[src/rtl/spi_slv16.sv]
// Mode-3 16-bit SPI responder, oversampled by clk: shifts tx_data out on MISO while collecting the command from MOSI.
// Define SPI_SLV16_ERR_EN to add the err port, which pulses on frames that do not end after exactly 16 SCLK rises.
module spi_slv16 #(
    parameter int SYNC_FF = 2
) (
    input  logic        clk,
    input  logic        rst,
    input  logic        SS_n,
    input  logic        SCLK,
    input  logic        MOSI,
    output logic        MISO,
    input  logic [15:0] tx_data,
    output logic [15:0] rx_data,
    output logic        rdy
`ifdef SPI_SLV16_ERR_EN
    ,
    output logic        err
`endif
);

    typedef enum logic {
        IDLE   = 1'b0,
        ACTIVE = 1'b1
    } state_t;

    generate
        if (SYNC_FF < 2 || SYNC_FF > 3) begin : g_bad_sync_ff
            $error("spi_slv16: SYNC_FF must be 2 or 3");
        end
    endgenerate

    logic [SYNC_FF-1:0] ss_sync;
    logic [SYNC_FF-1:0] sclk_sync;
    logic [SYNC_FF-1:0] mosi_sync;
    logic               ss_dly;
    logic               sclk_dly;

    logic ss_s;
    logic sclk_s;
    logic mosi_s;
    logic ss_fall;
    logic ss_rise;
    logic sclk_fall;
    logic sclk_rise;

    state_t      state;
    state_t      state_nxt;
    logic [4:0]  bit_cnt;
    logic [15:0] tx_shft;
    logic        smpl;
    logic        armed;
    logic        last_pend;
    logic        frame_start;
    logic        frame_end;
    logic        cnt_ok;
    logic [15:0] rx_word;

    // Synchronizer stage: SS_n/MOSI chains reset low so an SS_n held low through reset never looks like a fall.
    always_ff @(posedge clk or posedge rst) begin
        if (rst) begin
            ss_sync   <= '0;
            sclk_sync <= '1;
            mosi_sync <= '0;
            ss_dly    <= 1'b0;
            sclk_dly  <= 1'b1;
        end else begin
            ss_sync   <= {ss_sync[SYNC_FF-2:0], SS_n};
            sclk_sync <= {sclk_sync[SYNC_FF-2:0], SCLK};
            mosi_sync <= {mosi_sync[SYNC_FF-2:0], MOSI};
            ss_dly    <= ss_sync[SYNC_FF-1];
            sclk_dly  <= sclk_sync[SYNC_FF-1];
        end
    end

    // Edge-detect stage
    always_comb begin
        ss_s      = ss_sync[SYNC_FF-1];
        sclk_s    = sclk_sync[SYNC_FF-1];
        mosi_s    = mosi_sync[SYNC_FF-1];
        ss_fall   = ss_dly & ~ss_s;
        ss_rise   = ~ss_dly & ss_s;
        sclk_fall = sclk_dly & ~sclk_s;
        sclk_rise = ~sclk_dly & sclk_s;
    end

    always_ff @(posedge clk or posedge rst) begin
        if (rst) begin
            state <= IDLE;
        end else begin
            state <= state_nxt;
        end
    end

    always_comb begin
        state_nxt   = state;
        frame_start = 1'b0;
        frame_end   = 1'b0;
        case (state)
            IDLE: begin
                if (ss_fall) begin
                    state_nxt   = ACTIVE;
                    frame_start = 1'b1;
                end
            end
            ACTIVE: begin
                if (ss_rise) begin
                    state_nxt = IDLE;
                    frame_end = 1'b1;
                end
            end
            default: state_nxt = IDLE;
        endcase
    end

    // The 16th sample may still be waiting in smpl if the master did not issue a trailing fall.
    always_comb begin
        cnt_ok  = (bit_cnt == 5'd16);
        rx_word = last_pend ? {tx_shft[14:0], smpl} : tx_shft;
    end

    // Shift stage: SS_n rise takes priority over any SCLK edge in the same cycle.
    always_ff @(posedge clk or posedge rst) begin
        if (rst) begin
            bit_cnt   <= 5'd0;
            tx_shft   <= 16'h0000;
            smpl      <= 1'b0;
            armed     <= 1'b0;
            last_pend <= 1'b0;
        end else if (frame_start) begin
            bit_cnt   <= 5'd0;
            tx_shft   <= tx_data;
            armed     <= 1'b0;
            last_pend <= 1'b0;
        end else if (state == ACTIVE && !ss_rise) begin
            if (sclk_rise) begin
                smpl  <= mosi_s;
                armed <= 1'b1;
                if (bit_cnt != 5'd17) begin
                    bit_cnt <= bit_cnt + 5'd1;
                end
                if (bit_cnt == 5'd15) begin
                    last_pend <= 1'b1;
                end
            end else if (sclk_fall && armed) begin
                tx_shft   <= {tx_shft[14:0], smpl};
                last_pend <= 1'b0;
            end
        end
    end

    // Output stage
    always_ff @(posedge clk or posedge rst) begin
        if (rst) begin
            rx_data <= 16'h0000;
            rdy     <= 1'b0;
        end else begin
            rdy <= 1'b0;
            if (frame_end && cnt_ok) begin
                rx_data <= rx_word;
                rdy     <= 1'b1;
            end
        end
    end

`ifdef SPI_SLV16_ERR_EN
    always_ff @(posedge clk or posedge rst) begin
        if (rst) begin
            err <= 1'b0;
        end else begin
            err <= frame_end & ~cnt_ok;
        end
    end
`endif

    assign MISO = tx_shft[15];

endmodule

[config.mk]
export PLATFORM = sky130hd
export DESIGN_NAME = spi_slv16
export DESIGN_NICKNAME = d
export VERILOG_FILES = /design/src/rtl/spi_slv16.sv
export SDC_FILE = /design/constraint.sdc
export NUM_CORES = 1
export LEC_CHECK = 0
export ABC_AREA = 1
export CORE_MARGIN = 10
export CORE_UTILIZATION = 48
export DETAILED_ROUTE_END_ITERATION = 16
export GPL_ROUTABILITY_DRIVEN = 1
export GPL_TIMING_DRIVEN = 0
export PLACE_DENSITY = 0.71
export SYNTH_ARGS = -nofsm -noshare
export SYNTH_HDL_FRONTEND = slang
export SYNTH_SLANG_ARGS = --single-unit
export TNS_END_PERCENT = 10
[constraint.sdc]
create_clock -name clk -period 1.6 [get_ports clk]
set_input_delay 0.32 -clock clk [delete_from_list [all_inputs] [get_ports clk]]
set_output_delay 0.32 -clock clk [all_outputs]
set_load 0.01 [all_outputs]
== After elaboration in Yosys (flattened, before gate mapping) ==
Index checks and enable logic that the tools add are counted.

* Flip-flop bits (word level): 50
* Output and inout bits: 18

* Equality and inequality tests: 5
* Multiplexer cells: 24
* Reductions and logical operators: 14
* Add/sub/neg operators: 1
* Bitwise logic cells: 10

{| class="wikitable"
|+ Operators with widths
! kind !! count
|-
| $mux W16 || 5
|-
| $mux W5 || 4
|-
| $mux W1 || 14
|-
| $reduce_and A3 Y1 || 4
|-
| $reduce_bool A2 Y1 || 4
|-
| $not A1 Y1 || 6
|-
| $add A5 B1 Y5 const B || 1
|-
| $eq A5 B4 Y1 const B || 1
|-
| $eq A5 B5 Y1 const B || 1
|-
| $ne A5 B5 Y1 const B || 1
|-
| $and A1 B1 Y1 || 4
|-
| $logic_and A1 B1 Y1 || 3
|-
| $ne A3 B1 Y1 const B || 1
|-
| $reduce_bool A3 Y1 || 1
|-
| $ne A2 B1 Y1 const B || 1
|-
| $pmux W1 S2 || 1
|-
| $reduce_and A2 Y1 || 1
|-
| $logic_not A1 Y1 || 1
|}

== Longest topological paths before layout ==
Gate-level depths: netlist of the first run.

* Depth after elaboration: 7
* Gate-level depth with buffers: 9

== Worst setup path before layout of the first run ==
OpenSTA, ideal clock, no wires.

* Kind: reg-to-reg
* From: reg bit_cnt[0]
* To: reg rx_data[15]
* Slack: 0.320 ns
* Data arrival time: 1.206 ns
* Clock period less this slack: 1.280 ns
* Buffers on the path: 1
* Library setup time: 0.074 ns
* Cell stages (with the launch flop): 8
* Path through: dfrtp_1 inv_1 ha_1 and3_1 nand2_2 buf_6 nand2_1 o21ai_2

* Word-level cells in the longest chain between the ends: 2

{| class="wikitable"
|+ RTL lines
! item !! RTL line !! source
|-
| start: declaration || 48 || <nowiki>logic [4:0] bit_cnt;</nowiki>
|-
| start signal: assignment || 139 || <nowiki>bit_cnt <= bit_cnt + 5'd1;</nowiki>
|-
| $eq A5 B5 Y1 || 117 || <nowiki>cnt_ok = (bit_cnt == 5'd16);</nowiki>
|-
| $logic_and A1 B1 Y1 || 158 || <nowiki>if (frame_end && cnt_ok) begin</nowiki>
|-
| end signal: assignment || 159 || <nowiki>rx_data <= rx_word;</nowiki>
|-
| end: declaration || 13 || <nowiki>output logic [15:0] rx_data,</nowiki>
|}

Every way passes these cells.
A chain may end at the register's enable or synchronous reset.

== Worst setup path in the final report of the first run ==
* From: reg tx_shft[15]
* To: out MISO

{| class="wikitable"
|+ RTL lines
! item !! RTL line !! source
|-
| start: declaration || 49 || <nowiki>logic [15:0] tx_shft;</nowiki>
|-
| start signal: assignment || 131 || <nowiki>tx_shft <= tx_data;</nowiki>
|-
| start signal: assignment || 145 || <nowiki>tx_shft <= {tx_shft[14:0], smpl};</nowiki>
|-
| end: declaration || 11 || <nowiki>output logic MISO,</nowiki>
|}

No word-level cell between the ends.

==> impl_metrics.toml, run 1 <==
[layout]
n_antenna_cell = 0
multiInputGateArea_sq_mm = 0.001050
stdcell_count = 366
synthToLayoutAreaGrowth_pct = 23.98
layout-drive-gt1-share_pct = 21.28
stdcell_area_sq_mm = 0.003073
fillers = 459
fin_nets = 320
seq_area_sq_mm = 0.001255

[worst_setup_path]
critPathKind = "register to output pin"
crit_slowest_cell = "clkdlybuf4s50_1"
crit_buf_inv = 1
crit_path_start_kind = "register"
cp.required_ns = 1.28
worstPathMaxFanout = 3
worstPathCellList = "clkdlybuf4s50_1"
cp-end-kind = "output pin"
max_stage_delay_ns = 0.55
arrival_ns = 1.23
path_delay_family = "buffers and inverters"

[synth]
postSynthAreaPerCell_sq_um = 9.954
yosysUniqueCellTypes = 31
yosysWarnings = 0
synth_xor_area_share_pct = 0.3534
synth-edff-count = 0
synth_ff_type = "dfrtp_1"
synthDominantCellAreaShare_pct = 47.45
synthSimpleGateAreaFrac_pct = 24.68
netlist_top_cells_area = "dfrtp_1, nand2_1, mux2i_1, o21ai_2, nand3_1"
ys_async_sr_fraction_pct = 100.0
synth_largest_area_cell = "dfrtp_1"
synth_fa_ha_area_share_pct = 2.019
synth_cells = 249
synth_top_family_by_area = "simple AND/OR/NAND/NOR gates"
yosys_register_bits = 50
syn_nets = 274
yosysSeqAreaShare_pct = 50.63
synth_compound_area_share_pct = 9.642
syn_area_sq_mm = 0.002479
synth_mux_area_share_pct = 5.654

[sta]
slew_viol_final = 0
tightest_slew_ns = 0.4468
fin_crit_ns = 1.554
hold_ws_ns = 0.3410
slew_headroom_pct = 70.17
fmax_mhz = 643.3
hold_viol_final = 0
timing.final.crit_share_pct = 97.15
skew_ns = 0.009160
setup_viol = 0
rsz0062_at_grt = "no"
worst_slack_ns = 0.04561

[floorplan]
core.rowCount = 26
die-area_sq_mm = 0.008438
fp.dieH_um = 91.86
die_w_um = 91.86
core-area_sq_mm = 0.005042
ioPinCount = 39
start_util_pct = 49.16

[drt]
drt_iter0_drc = 101
vias = 1764
remaining_drc_errors = 0
drt_wl_total_um = 4964
firstDrtPassIters = 5
drtAntennaViolNets = 0
wire_per_inst_um = 13.56
viasPerCell = 4.820

[global_routing]
antenna_found_initial = 0
grt_pass1_wl_um = 8549
grt_pass1_vias = 1790
grt_use_total_pct = 12.08
grt_max_degree = 32
grt.overflow.total = 0

[run]
drv_cap = 0

[placed_design]
gp_congestion = 0.8202
place_ws_ns = 0.1652
hpwl_um = 3737
io_buffers = 38
dpl-instance-area_sq_mm = 0.002967
post-place-cells = 358

[clock_network]
cts_buffer_depth = 2
cts_inserted_buffers = 5
clock_latency_ns = 0.30
htree_levels = 2
clk_pin_slew_ns = 0.09
cts.repair.resized = 0
root_buffer = "clkbuf_8"
cts_hold_buf = 0
cts_sinks = 50
cts_tree = "done"
post_cts_buffers = 0

[outcome]
status = "completed"

[pwr]
power_uw = 3141
vdd_ir_drop_max_uv = 605.2
p_per_area_mw_per_mm2 = 1022
power_leakage_uw = 0.001420

[hold_path]
hold_class = "input pin to async pin"
-- registers in the layout, summed over array words and instances, names as in the netlist --
| register | flops |
|---|---|
| rdy | 1 |
| state | 1 |
| smpl | 1 |
| tx_shft | 16 |
| mosi_sync | 2 |
| last_pend | 1 |
| armed | 1 |
| ss_dly | 1 |
| rx_data | 16 |
| bit_cnt | 5 |
| sclk_dly | 1 |
| ss_sync | 2 |
| sclk_sync | 2 |
-- power breakdown --
part,total [uW],switching (uW),internal [uW]
logic,604,331,274
registers,1670,219,1450
clock network,868,400,468
-- worst paths after layout --
path / end / cells past startpoint / start / slack, ns
worst max-delay path: MISO / 1 / tx_shft[15] / 0.05
worst min-delay path: tx_shft[8] / 2 / rst / 0.34
worst max register to register: rx_data[0] / 7 / bit_cnt[0] / 0.17
worst min register to register: ss_sync[1] / 0 / ss_sync[0] / 0.36
max in group asynchronous: sclk_sync[0] / 3 / rst / 0.67
min in group clk: ss_sync[1] / 0 / ss_sync[0] / 0.36
-- logic make-up (layout without fill, tap and decap cells) --
| kind of cell | after synthesis | count (layout) |
|---|---|---|
| AOI/OAI and AO/OA | 27 | 27 |
| muxes | 14 | 14 |
| DFF | 50 | 50 |
| adders and majority gates | 4 | 4 |
| xor gates and xnor gates | 1 | 1 |
| buffers and inverters | 29 | 76 |
| and+or+nand+nor | 124 | 124 |
-- routing by layer --
| metal | track usage [%] | wire length [um] | vias up | share of wire (%) |
|---|---|---|---|---|
| li1 | - | - | 904 | - |
| met1 | 16.17 | 2507 | 822 | 51 |
| met2 | 18.47 | 2143 | 33 | 43 |
| met3 | 3.586 | 252 | 5 | 5.1 |
| met4 | 3.470 | 61 | 0 | 1.2 |
| met5 | 0 | 0 | - | 0 |
-- cells in the mapped netlist (2+ instances only) --
cell / n
inv_2: 3
nand2_4: 2
ha_1: 4
nand2_2: 2
nand3_1: 24
nand2_1: 79
nand3_2: 6
mux2i_1: 14
buf_4: 3
buf_6: 5
nor2_4: 2
o21ai_2: 16
o21ai_0: 2
dfrtp_1: 47
o211ai_2: 5
dfstp_2: 3
buf_2: 2
inv_1: 14
nand4_1: 2
nor2_1: 3
-- through the flow --
| step | TNS, ns | util, % |
|---|---|---|
| after CTS | 0 | 60.94 |
| after floorplan | 0 | - |
| after global routing | 0 | 60.94 |
| final | 0 | 60.94 |
| after global placement | -44.32 | 58.44 |
| after detailed placement | 0 | 58.83 |
-- layout by cell type (no fill, tap or decap), types with 4 or more instances in the layout --
master | netlist | final
buf_6 | 5 | 5
nand3_2 | 6 | 6
nand2_1 | 79 | 79
nand3_1 | 24 | 24
inv_2 | 3 | 4
o21ai_2 | 16 | 16
clkbuf_8 | 0 | 5
ha_1 | 4 | 4
mux2i_1 | 14 | 14
inv_1 | 14 | 13
dfrtp_1 | 47 | 47
clkdlybuf4s50_1 | 0 | 38
o211ai_2 | 5 | 5
-- final cells by class --
| class | instances | area share [%] |
|---|---|---|
| Multi-Input combinational cell | 170 | 34.16 |
| Timing Repair Buffer | 39 | 13.03 |
| Clock inverter | 1 | 0.9772 |
| Tap cell | 70 | 2.850 |
| Buffer | 11 | 3.379 |
| Inverter | 18 | 2.280 |
| Sequential cell | 50 | 40.84 |
| Clock buffer | 7 | 2.484 |
Note: power is estimated with default switching activity, not from simulation.
==> run 2: changes to the inputs <==
--- a/config.mk
+++ b/config.mk
@@ -12,6 +12,7 @@
 export GPL_ROUTABILITY_DRIVEN = 1
 export GPL_TIMING_DRIVEN = 0
 export PLACE_DENSITY = 0.71
+export SKIP_CTS_REPAIR_TIMING = 1
 export SYNTH_ARGS = -nofsm -noshare
 export SYNTH_HDL_FRONTEND = slang
 export SYNTH_SLANG_ARGS = --single-unit
==> results of run 2 <==
The final DEF is identical to that of run 1; final timing and power are the same.
